$ cat src/rtl/bus_arbiter8.sv
// bus_arbiter8: round-robin owner selection for the shared 8-input mux8 datapath.
// Exactly one requester owns the bus at a time; the owner index drives the mux8
// select directly, so the owner's data is on the bus in the same cycle as its grant.
module bus_arbiter8 #(
    parameter int unsigned MAX_HOLD = 4,
    parameter int unsigned PARK_SEL = 0
) (
    input  logic       clk,
    input  logic       reset,
    input  logic [7:0] req,
    output logic [7:0] grant,
    output logic [3:0] select,
    output logic       bus_valid
);

    // A lone owner's hold counter still needs somewhere to saturate, so MAX_HOLD=0
    // keeps a 1-bit counter that parks at 1.
    localparam int HW = (MAX_HOLD == 0) ? 1 : $clog2(MAX_HOLD + 1);
    localparam logic [HW-1:0] HCNT_SAT = HW'((MAX_HOLD == 0) ? 1 : MAX_HOLD);
    localparam logic [3:0]    PARK     = {1'b0, 3'(PARK_SEL)};

    typedef enum logic {
        IDLE  = 1'b0,
        OWNED = 1'b1
    } state_t;

    state_t        state;
    logic [2:0]    owner;
    logic [2:0]    ptr;
    logic [HW-1:0] hcnt;

    logic [3:0]    idle_pick;
    logic [3:0]    hand_pick;
    logic [7:0]    other_req;
    logic          preempt;

    // First set bit of r at or after start, wrapping 7->0.
    // Result is {found, index}; the downward loop lets the nearest offset win.
    function automatic logic [3:0] scan_from(input logic [7:0] r, input logic [2:0] start);
        logic [3:0] res;
        logic [2:0] idx;
        res = 4'b0000;
        for (int i = 7; i >= 0; i--) begin
            idx = start + 3'(i);
            if (r[idx]) begin
                res = {1'b1, idx};
            end
        end
        return res;
    endfunction

    // Candidate winners: a fresh pick from the rotation pointer when idle, and the
    // next requester after the current owner (owner masked) for release or preemption.
    always_comb begin
        other_req = req & ~(8'b0000_0001 << owner);
        idle_pick = scan_from(req, ptr);
        hand_pick = scan_from(other_req, owner + 3'd1);
        preempt   = (MAX_HOLD != 0) && (hcnt == HCNT_SAT) && hand_pick[3];
    end

    // Ownership state machine with registered grant/select/valid outputs.
    always_ff @(posedge clk) begin
        if (reset) begin
            state     <= IDLE;
            owner     <= 3'd0;
            ptr       <= 3'd0;
            hcnt      <= '0;
            grant     <= 8'h00;
            select    <= PARK;
            bus_valid <= 1'b0;
        end else begin
            case (state)
                IDLE: begin
                    if (idle_pick[3]) begin
                        state     <= OWNED;
                        owner     <= idle_pick[2:0];
                        ptr       <= idle_pick[2:0] + 3'd1;
                        hcnt      <= HW'(1);
                        grant     <= 8'b0000_0001 << idle_pick[2:0];
                        select    <= {1'b0, idle_pick[2:0]};
                        bus_valid <= 1'b1;
                    end
                end
                OWNED: begin
                    if (!req[owner] || preempt) begin
                        if (hand_pick[3]) begin
                            owner     <= hand_pick[2:0];
                            ptr       <= hand_pick[2:0] + 3'd1;
                            hcnt      <= HW'(1);
                            grant     <= 8'b0000_0001 << hand_pick[2:0];
                            select    <= {1'b0, hand_pick[2:0]};
                            bus_valid <= 1'b1;
                        end else begin
                            state     <= IDLE;
                            hcnt      <= '0;
                            grant     <= 8'h00;
                            select    <= PARK;
                            bus_valid <= 1'b0;
                        end
                    end else if (hcnt != HCNT_SAT) begin
                        hcnt <= hcnt + HW'(1);
                    end
                end
                default: begin
                    state     <= IDLE;
                    grant     <= 8'h00;
                    select    <= PARK;
                    bus_valid <= 1'b0;
                end
            endcase
        end
    end

endmodule

$ cat config.mk
export PLATFORM = sky130hd
export DESIGN_NAME = bus_arbiter8
export DESIGN_NICKNAME = d
export VERILOG_FILES = /design/src/rtl/bus_arbiter8.sv
export SDC_FILE = /design/constraint.sdc
export NUM_CORES = 1
export LEC_CHECK = 0
export CORE_ASPECT_RATIO = 0.9
export CORE_MARGIN = 8
export CORE_UTILIZATION = 38
export CTS_CLUSTER_DIAMETER = 30
export DETAILED_ROUTE_END_ITERATION = 8
export PLACE_DENSITY = 0.54
export SLEW_MARGIN = 20
export SYNTH_ARGS = -nofsm -noshare
export SYNTH_HDL_FRONTEND = slang
export SYNTH_SLANG_ARGS = --single-unit
$ cat constraint.sdc
create_clock -name clk -period 4.2 [get_ports clk]
set_clock_uncertainty 0.15 [all_clocks]
set_input_delay 0.84 -clock clk [delete_from_list [all_inputs] [get_ports clk]]
set_output_delay 0.84 -clock clk [all_outputs]
set_load 0.02 [all_outputs]
==> metrics.txt, run 1 <==
# TYPE chip_impl_metric gauge
chip_impl_metric{name="dieArea",unit="um^2"} 12500
chip_impl_info{name="post-synth-top-area-cell",value="mux4_2"} 1
chip_impl_metric{name="final_antenna_net_count",unit=""} 0
chip_impl_metric{name="setup_viol",unit=""} 0
chip_impl_metric{name="dpl.hpwl",unit="mm"} 8.42
chip_impl_metric{name="final_min_period_over_clock_period",unit=""} 0.960
chip_impl_info{name="cell_breakdown_of_the_critical_path",value="clkdlybuf4s50_1 > buf_4 > mux4_2 > mux2i_2 > mux2_1 > o2111ai_1 > a2111oi_2 > a211oi_4 > mux2_2 > ha_1 > buf_4 > nor3_2 > mux2i_1 > o311ai_1"} 1
chip_impl_metric{name="critPathArrivalTime",unit="ns"} 4.05
chip_impl_info{name="hold_class",value="reg -> reg"} 1
chip_impl_info{name="synth_top_family_by_area",value="compound AO/OA/AOI/OAI gates"} 1
chip_impl_info{name="crit_path_top_delay_cell",value="mux4_2"} 1
chip_impl_metric{name="fmax",unit="MHz"} 248
chip_impl_metric{name="routedWlPerCell",unit="um"} 17.7
chip_impl_metric{name="top_cell_type_s_share_of_synthesized_area",unit=""} 0.142
chip_impl_metric{name="antennaDiodeCount",unit=""} 0
chip_impl_metric{name="area.growth.synth_to_final",unit="%"} 28.5
chip_impl_metric{name="worstSkewPairLatency",unit="ns"} 0.26
chip_impl_metric{name="tightestPinTransition",unit="ns"} 0.983
chip_impl_info{name="synth.most_common_cell",value="nor2_1"} 1
chip_impl_metric{name="crit_fanout",unit=""} 11
chip_impl_metric{name="core_area",unit="um^2"} 9000
chip_impl_metric{name="cts_htree_levels",unit=""} 1
chip_impl_metric{name="drv.max_cap_violation_count",unit=""} 0
chip_impl_metric{name="clock-sinks",unit=""} 22
chip_impl_metric{name="route.layer.met1.wl",unit="mm"} 5.37
chip_impl_metric{name="ys_seq_elements",unit=""} 22
chip_impl_metric{name="power_total",unit="uW"} 4500
chip_impl_metric{name="powerDensity",unit="nW/um^2"} 1000
chip_impl_info{name="maxUsedRoutingLayer",value="met4"} 1
chip_impl_metric{name="detail_route.iter0.violations",unit=""} 358
chip_impl_metric{name="rel_slew_slack",unit=""} 0.343
chip_impl_metric{name="critical-path-max-stage-delay",unit="ns"} 0.56
chip_impl_metric{name="grt_usage",unit=""} 0.178
chip_impl_info{name="synth.top_cells.by_count",value="nor2_1 (31), a21oi_1 (30), nand2_1 (30), dfxtp_1 (22), mux4_2 (22)"} 1
chip_impl_metric{name="synth_enable_flop_cells",unit=""} 0
chip_impl_metric{name="die_w",unit="um"} 117
chip_impl_metric{name="start_util",unit=""} 0.387
chip_impl_metric{name="cts.reportedPaths.clkPinSlew",unit="ns"} 0.08
chip_impl_metric{name="num_rows",unit=""} 33
chip_impl_metric{name="sw_frac_of_total",unit=""} 0.498
chip_impl_metric{name="cellLeakagePower",unit="uW"} 0.00171
chip_impl_metric{name="crit_buf_inv",unit=""} 3
chip_impl_metric{name="place_congestion",unit=""} 0.868
chip_impl_info{name="post_synth_main_area_contributors",value="mux4_2 (14%), dfxtp_1 (13%), a21oi_1 (4.3%), ha_1 (4.3%), mux2i_1 (4.0%)"} 1
chip_impl_info{name="ys_dominant_reg_cell",value="dfxtp_1"} 1
chip_impl_info{name="endpoint_kind",value="flop"} 1
chip_impl_metric{name="tritoncts.num_buffers",unit=""} 3
chip_impl_metric{name="irDropWorstVdd",unit="mV"} 0.521
chip_impl_metric{name="wirelength",unit="mm"} 10.8
chip_impl_metric{name="synth.cell_area",unit="um^2"} 3490
chip_impl_metric{name="drt_first_pass_iters",unit=""} 4
chip_impl_metric{name="pwr-share-comb",unit=""} 0.892
chip_impl_metric{name="grt_remaining_overflow",unit=""} 0
chip_impl_metric{name="final-hold-violation-count",unit=""} 0
chip_impl_metric{name="part_of_the_total_power_dissipated_in_sequential_elements",unit=""} 0.073
chip_impl_metric{name="clock_power_share",unit=""} 0.034
chip_impl_metric{name="nNetsFinal",unit=""} 512
chip_impl_metric{name="post-route-util",unit=""} 0.497
chip_impl_info{name="cp_common_cell",value="buf_4"} 1
chip_impl_metric{name="dr_wl_met3",unit="um"} 442
chip_impl_metric{name="layout_min_cycle_time",unit="ns"} 4.03
chip_impl_metric{name="dr_total_vias",unit=""} 3609
chip_impl_info{name="criticalPathCategory",value="in -> reg"} 1
chip_impl_metric{name="number_of_global_route_vias_before_repair",unit=""} 3530
chip_impl_metric{name="port_buffers",unit=""} 21
chip_impl_metric{name="adder_and_majority_gate_portion_of_the_synthesized_area",unit=""} 0.0431
chip_impl_metric{name="grt_pass1_wl",unit="mm"} 18.2
chip_impl_metric{name="synth_cell_types",unit=""} 86
chip_impl_metric{name="synth-seq-area-share",unit=""} 0.126
chip_impl_metric{name="dieHeight",unit="um"} 107
chip_impl_metric{name="intPower",unit="uW"} 2260
chip_impl_metric{name="vias_per_cell",unit=""} 5.91
chip_impl_metric{name="post_cts_hold_buffer_count",unit=""} 0
chip_impl_metric{name="yosys-mux-area-fraction",unit=""} 0.227
chip_impl_metric{name="clockBufferDepth",unit=""} 2
chip_impl_metric{name="yosys.area_share.xor_xnor",unit=""} 0.0248
chip_impl_info{name="crit_family",value="multiplexers"} 1
chip_impl_metric{name="syn-num-nets",unit=""} 432
chip_impl_metric{name="synth-simple-area-share",unit=""} 0.183
chip_impl_metric{name="ys.warnings.count",unit=""} 0
chip_impl_info{name="status",value="complete, no violations"} 1
chip_impl_metric{name="switching_power",unit="uW"} 2240
chip_impl_metric{name="post_route_cells_drive_above_1_share",unit=""} 0.348
chip_impl_metric{name="syn-instance-count",unit=""} 410
chip_impl_metric{name="timing.critical_path.required",unit="ns"} 4.21
chip_impl_info{name="start_kind",value="primary input"} 1
chip_impl_info{name="ctsRootBufferMaster",value="clkbuf_8"} 1
chip_impl_metric{name="grt_start_max_net_pins",unit=""} 24
chip_impl_metric{name="synth-compound-area-share",unit=""} 0.315
chip_impl_metric{name="wl_met2",unit="mm"} 4.88
chip_impl_metric{name="async_reset_ff_frac",unit=""} 0
chip_impl_metric{name="design.portCount",unit=""} 23
chip_impl_metric{name="drc_violation_count_after_routing",unit=""} 0
chip_impl_info{name="tritoncts",value="done"} 1
chip_impl_metric{name="report.final.slew_viol_count",unit=""} 0
chip_impl_metric{name="synth.avg_cell_area",unit="um^2"} 8.50
chip_impl_metric{name="antenna_found_initial",unit=""} 0
## power by group through the flow
stage	registers [uW]	clock network, uW	logic, uW
4_1_cts	330	158	3780
3_3_place_gp	331	0	3750
3_5_place_dp	334	0	3760
2_1_floorplan	383	0	2420
5_1_grt	341	167	4380
6_report	330	154	4010
## what timing repair did
action | CTS | global route
resized for setup | 0 | 23
setup endpoints to repair | 0 | 1
buffers inserted | 0 | 5
## worst min-delay path, cell delays in order (launching register included)
cell     delay, ns
dfxtp_1       0.32
nor2_1        0.09
nor3_1        0.05
## sequential cells by signal, indices dropped and copies added (netlist names)
| name | cells |
|---|---|
| bus_valid | 1 |
| grant | 8 |
| hcnt | 3 |
| owner | 3 |
| ptr | 3 |
| select | 3 |
| state | 1 |
## routing by layer
layer / up-vias / GRT usage
li1: 1757 / -
met1: 1767 / 0.264
met2: 76 / 0.272
met3: 9 / 0.0185
met4: 0 / 0.0347
met5: - / 0
## cells by family (layout without fill, tap and decap cells)
| family | after synthesis | after routing |
|---|---|---|
| fa+ha+maj | 12 | 12 |
| simple gates | 125 | 125 |
| xor+xnor | 9 | 9 |
| mux | 48 | 48 |
| flops | 22 | 22 |
| buf+inv | 54 | 133 |
| compound gates | 139 | 139 |
| other cells | 1 | 1 |
## through the flow
stage | setup slack (ns) | TNS, ns | instances | instance area, um^2 | hold slack, ns
floorplan | 0.0633 | 0 | 410 | 3490 | 0.330
global route | -0.0274 | -0.0274 | 611 | 4480 | 0.386
finish | 0.168 | 0 | 611 | 4480 | 0.344
CTS | 0.0926 | 0 | 606 | 4340 | 0.348
detailed placement | -0.190 | -0.190 | 602 | 4290 | 0.330
global placement | -0.211 | -0.211 | 602 | 4290 | 0.327
## layout make-up
| cell class | count | area [um^2] |
|---|---|---|
| fill | 909 | 4520 |
| multi-input combinational | 334 | 2860 |
| timing repair buffer | 107 | 888 |
| sequential | 22 | 440 |
| tap | 122 | 153 |
| inverter | 22 | 82.6 |
| clock buffer | 4 | 55.1 |
## final timing paths
kind / start / end / slack, ns / depth (start not counted)
max reg2reg: owner[1] / ptr[2] / 0.32 / 16
min: bus_valid / bus_valid / 0.34 / 2
min reg2reg: bus_valid / bus_valid / 0.34 / 2
max: req[5] / ptr[2] / 0.17 / 14
## cells in the final DEF (no fill, tap or decap), types with 5 or more instances in the layout
master           instances
mux2_2                   7
inv_1                   16
a21oi_1                 29
a211oi_2                 7
o211ai_1                 8
nand2_1                 30
nand2b_1                 5
ha_1                    10
nor2b_1                  5
a22oi_1                  7
and2_1                   5
o21ai_0                 10
a211oi_1                 8
dfxtp_1                 22
mux2i_1                  9
nor2_1                  31
mux4_2                  22
buf_4                   84
clkdlybuf4s50_1         18
nor3_1                  10
mux2i_2                  5
nand3_1                  9
(Power assumes the default switching activity.)
==> inputs of run 2 (changes only) <==
--- a/config.mk
+++ b/config.mk
@@ -10,8 +10,9 @@
 export CORE_UTILIZATION = 38
 export CTS_CLUSTER_DIAMETER = 30
 export DETAILED_ROUTE_END_ITERATION = 8
-export PLACE_DENSITY = 0.54
+export PLACE_DENSITY = 0.52
 export SLEW_MARGIN = 20
 export SYNTH_ARGS = -nofsm -noshare
 export SYNTH_HDL_FRONTEND = slang
 export SYNTH_SLANG_ARGS = --single-unit
+export TNS_END_PERCENT = 1
==> constraint.sdc (replaced) <==
create_clock -name clk -period 3.9 [get_ports clk]
set_clock_uncertainty 0.15 [all_clocks]
set_input_delay 0.78 -clock clk [delete_from_list [all_inputs] [get_ports clk]]
set_output_delay 0.78 -clock clk [all_outputs]
set_load 0.02 [all_outputs]
==> metrics.txt, run 2 (same netlist as run 1, synthesis figures left out) <==
# TYPE chip_impl_metric gauge
chip_impl_metric{name="area.growth.synth_to_final",unit="%"} 36.5
chip_impl_metric{name="timing.critical_path.required",unit="ns"} 3.89
chip_impl_metric{name="irDropWorstVdd",unit="mV"} 0.451
chip_impl_metric{name="critPathArrivalTime",unit="ns"} 3.85
chip_impl_info{name="tritoncts",value="done"} 1
chip_impl_metric{name="number_of_global_route_vias_before_repair",unit=""} 3699
chip_impl_metric{name="num_rows",unit=""} 33
chip_impl_metric{name="largest_register_ff_count",unit=""} 8
chip_impl_info{name="crit_start",value="req[6]"} 1
chip_impl_metric{name="start_util",unit=""} 0.387
chip_impl_info{name="rsz0062_at_grt",value="true"} 1
chip_impl_metric{name="nFillCells",unit=""} 885
chip_impl_metric{name="ff2ff_setup_slack",unit="ns"} 0.16
chip_impl_metric{name="setup_total_negative_slack",unit="ns"} 0
chip_impl_metric{name="drv.max_cap_violation_count",unit=""} 0
chip_impl_info{name="final_cell_mix",value="buf_4 (108), nor2_1 (31), nand2_1 (30), a21oi_1 (27), mux4_2 (22)"} 1
chip_impl_metric{name="grt_usage",unit=""} 0.183
chip_impl_metric{name="post-route-worst-setup-slack",unit="ns"} 0.0370
chip_impl_metric{name="rel_slew_slack",unit=""} 0.608
chip_impl_metric{name="ff_latch_area",unit="um^2"} 442
chip_impl_metric{name="fmax",unit="MHz"} 259
chip_impl_metric{name="power_total",unit="uW"} 5180
chip_impl_metric{name="place_congestion",unit=""} 0.876
chip_impl_metric{name="final_antenna_net_count",unit=""} 0
chip_impl_info{name="layout.cells.most_common",value="buf_4"} 1
chip_impl_metric{name="cellLeakagePower",unit="uW"} 0.00184
chip_impl_metric{name="wirelength",unit="mm"} 11.4
chip_impl_metric{name="antennaDiodeCount",unit=""} 0
chip_impl_metric{name="dr_total_vias",unit=""} 3732
chip_impl_metric{name="crit_fanout",unit=""} 7
chip_impl_metric{name="core_area",unit="um^2"} 9000
chip_impl_metric{name="tightestPinTransition",unit="ns"} 0.585
chip_impl_metric{name="die_w",unit="um"} 117
chip_impl_info{name="critical_path_capture_point",value="ptr[2]"} 1
chip_impl_metric{name="detail_route.iter0.violations",unit=""} 320
chip_impl_info{name="status",value="complete, no violations"} 1
chip_impl_metric{name="dpl_worst_slack",unit="ns"} -0.383
chip_impl_metric{name="dieArea",unit="um^2"} 12500
chip_impl_metric{name="layout_min_cycle_time",unit="ns"} 3.86
chip_impl_metric{name="timing.reg2reg.worst_path_depth",unit=""} 15
chip_impl_metric{name="routedWlPerCell",unit="um"} 17.9
chip_impl_info{name="endpoint_kind",value="flop"} 1
chip_impl_info{name="worstReg2RegStart",value="owner[1]"} 1
chip_impl_metric{name="report.final.slew_viol_count",unit=""} 0
chip_impl_metric{name="grt_start_max_net_pins",unit=""} 21
chip_impl_metric{name="final-hold-violation-count",unit=""} 0
chip_impl_metric{name="port_buffers",unit=""} 21
chip_impl_info{name="criticalPathCategory",value="in -> reg"} 1
chip_impl_metric{name="post_cts_hold_buffer_count",unit=""} 0
chip_impl_metric{name="drc_violation_count_after_routing",unit=""} 0
chip_impl_metric{name="worstSkewPairLatency",unit="ns"} 0.26
chip_impl_info{name="hold_class",value="reg -> reg"} 1
chip_impl_metric{name="design.portCount",unit=""} 23
chip_impl_metric{name="vias_per_cell",unit=""} 5.89
chip_impl_metric{name="setup_viol",unit=""} 0
chip_impl_metric{name="drt_first_pass_iters",unit=""} 5
chip_impl_metric{name="timing.hold.worst_path_depth",unit=""} 2
chip_impl_metric{name="powerDensity",unit="nW/um^2"} 1090
chip_impl_info{name="ctsRootBufferMaster",value="clkbuf_8"} 1
chip_impl_metric{name="final_min_period_over_clock_period",unit=""} 0.991
chip_impl_metric{name="post_route_cells_drive_above_1_share",unit=""} 0.400
chip_impl_info{name="critical_path.reg2reg.endpoint",value="ptr[2]"} 1
chip_impl_metric{name="cts.reportedPaths.clkPinSlew",unit="ns"} 0.08
chip_impl_metric{name="dpl.hpwl",unit="mm"} 8.82
chip_impl_metric{name="dieHeight",unit="um"} 107
chip_impl_info{name="start_kind",value="primary input"} 1
chip_impl_info{name="largest_register",value="grant"} 1
chip_impl_metric{name="grt_pass1_wl",unit="mm"} 18.5
chip_impl_metric{name="tritoncts.num_buffers",unit=""} 3
chip_impl_metric{name="multiInputGateArea",unit="um^2"} 2980
chip_impl_metric{name="antenna_found_initial",unit=""} 0
chip_impl_metric{name="cts_htree_levels",unit=""} 1
chip_impl_metric{name="nNetsFinal",unit=""} 536
chip_impl_metric{name="clock-sinks",unit=""} 22
chip_impl_metric{name="grt_remaining_overflow",unit=""} 0
chip_impl_metric{name="clockBufferDepth",unit=""} 2
[run 2: metrics by stage]
step / std cells / instance area (um^2) / hold WS, ns / utilization
2_1_floorplan: 410 / 3540 / 0.330 / -
5_1_grt: 634 / 4760 / 0.365 / 0.529
6_report: 634 / 4760 / 0.351 / 0.529
3_5_place_dp: 628 / 4520 / 0.335 / 0.502
4_1_cts: 631 / 4580 / 0.352 / 0.508
3_3_place_gp: 628 / 4520 / 0.329 / 0.502
[run 2: routing by layer]
metal	global-route usage	routed length, um	vias to the layer above
li1	-	-	1799
met1	0.255	5510	1832
met2	0.285	5240	88
met3	0.0298	481	13
met4	0.0475	135	0
met5	0	0	-
[run 2: worst min-delay path by stage]
stage                   start   endpoint  slack, ns
finish               grant[0]   grant[0]       0.35
global route        bus_valid  bus_valid       0.37
CTS                 bus_valid  bus_valid       0.35
detailed placement  bus_valid  bus_valid       0.34
global placement    bus_valid  bus_valid       0.33
floorplan             hcnt[1]    hcnt[1]       0.33
[run 2: power by group]
part | total, uW | internal [uW] | switching (uW)
Combinational | 4690 | 2250 | 2440
Clock | 141 | 69.0 | 72.1
Sequential | 345 | 301 | 43.3
Total | 5180 | 2620 | 2560
[run 2: timing repair]
item	CTS	global route
setup buffers	0	3
pin swaps	1	13
resized for setup	5	31
setup endpoints to repair	2	13
[run 2: critical path: stages]
cell             delay [ns]
clkdlybuf4s50_1        0.49
buf_4                  0.20
mux4_2                 0.52
mux2_4                 0.29
buf_4                  0.15
nand2_1                0.07
o211ai_1               0.12
o32a_1                 0.40
mux2_4                 0.29
ha_4                   0.17
inv_2                  0.06
a2111oi_4              0.04
mux2i_1                0.15
o311ai_1               0.10
[run 2: layout make-up]
cell class	count	area share
inverter	22	0.0174
tap	122	0.0321
clock buffer	3	0.00868
sequential	22	0.0928
multi-input combinational	334	0.627
timing repair buffer	131	0.222
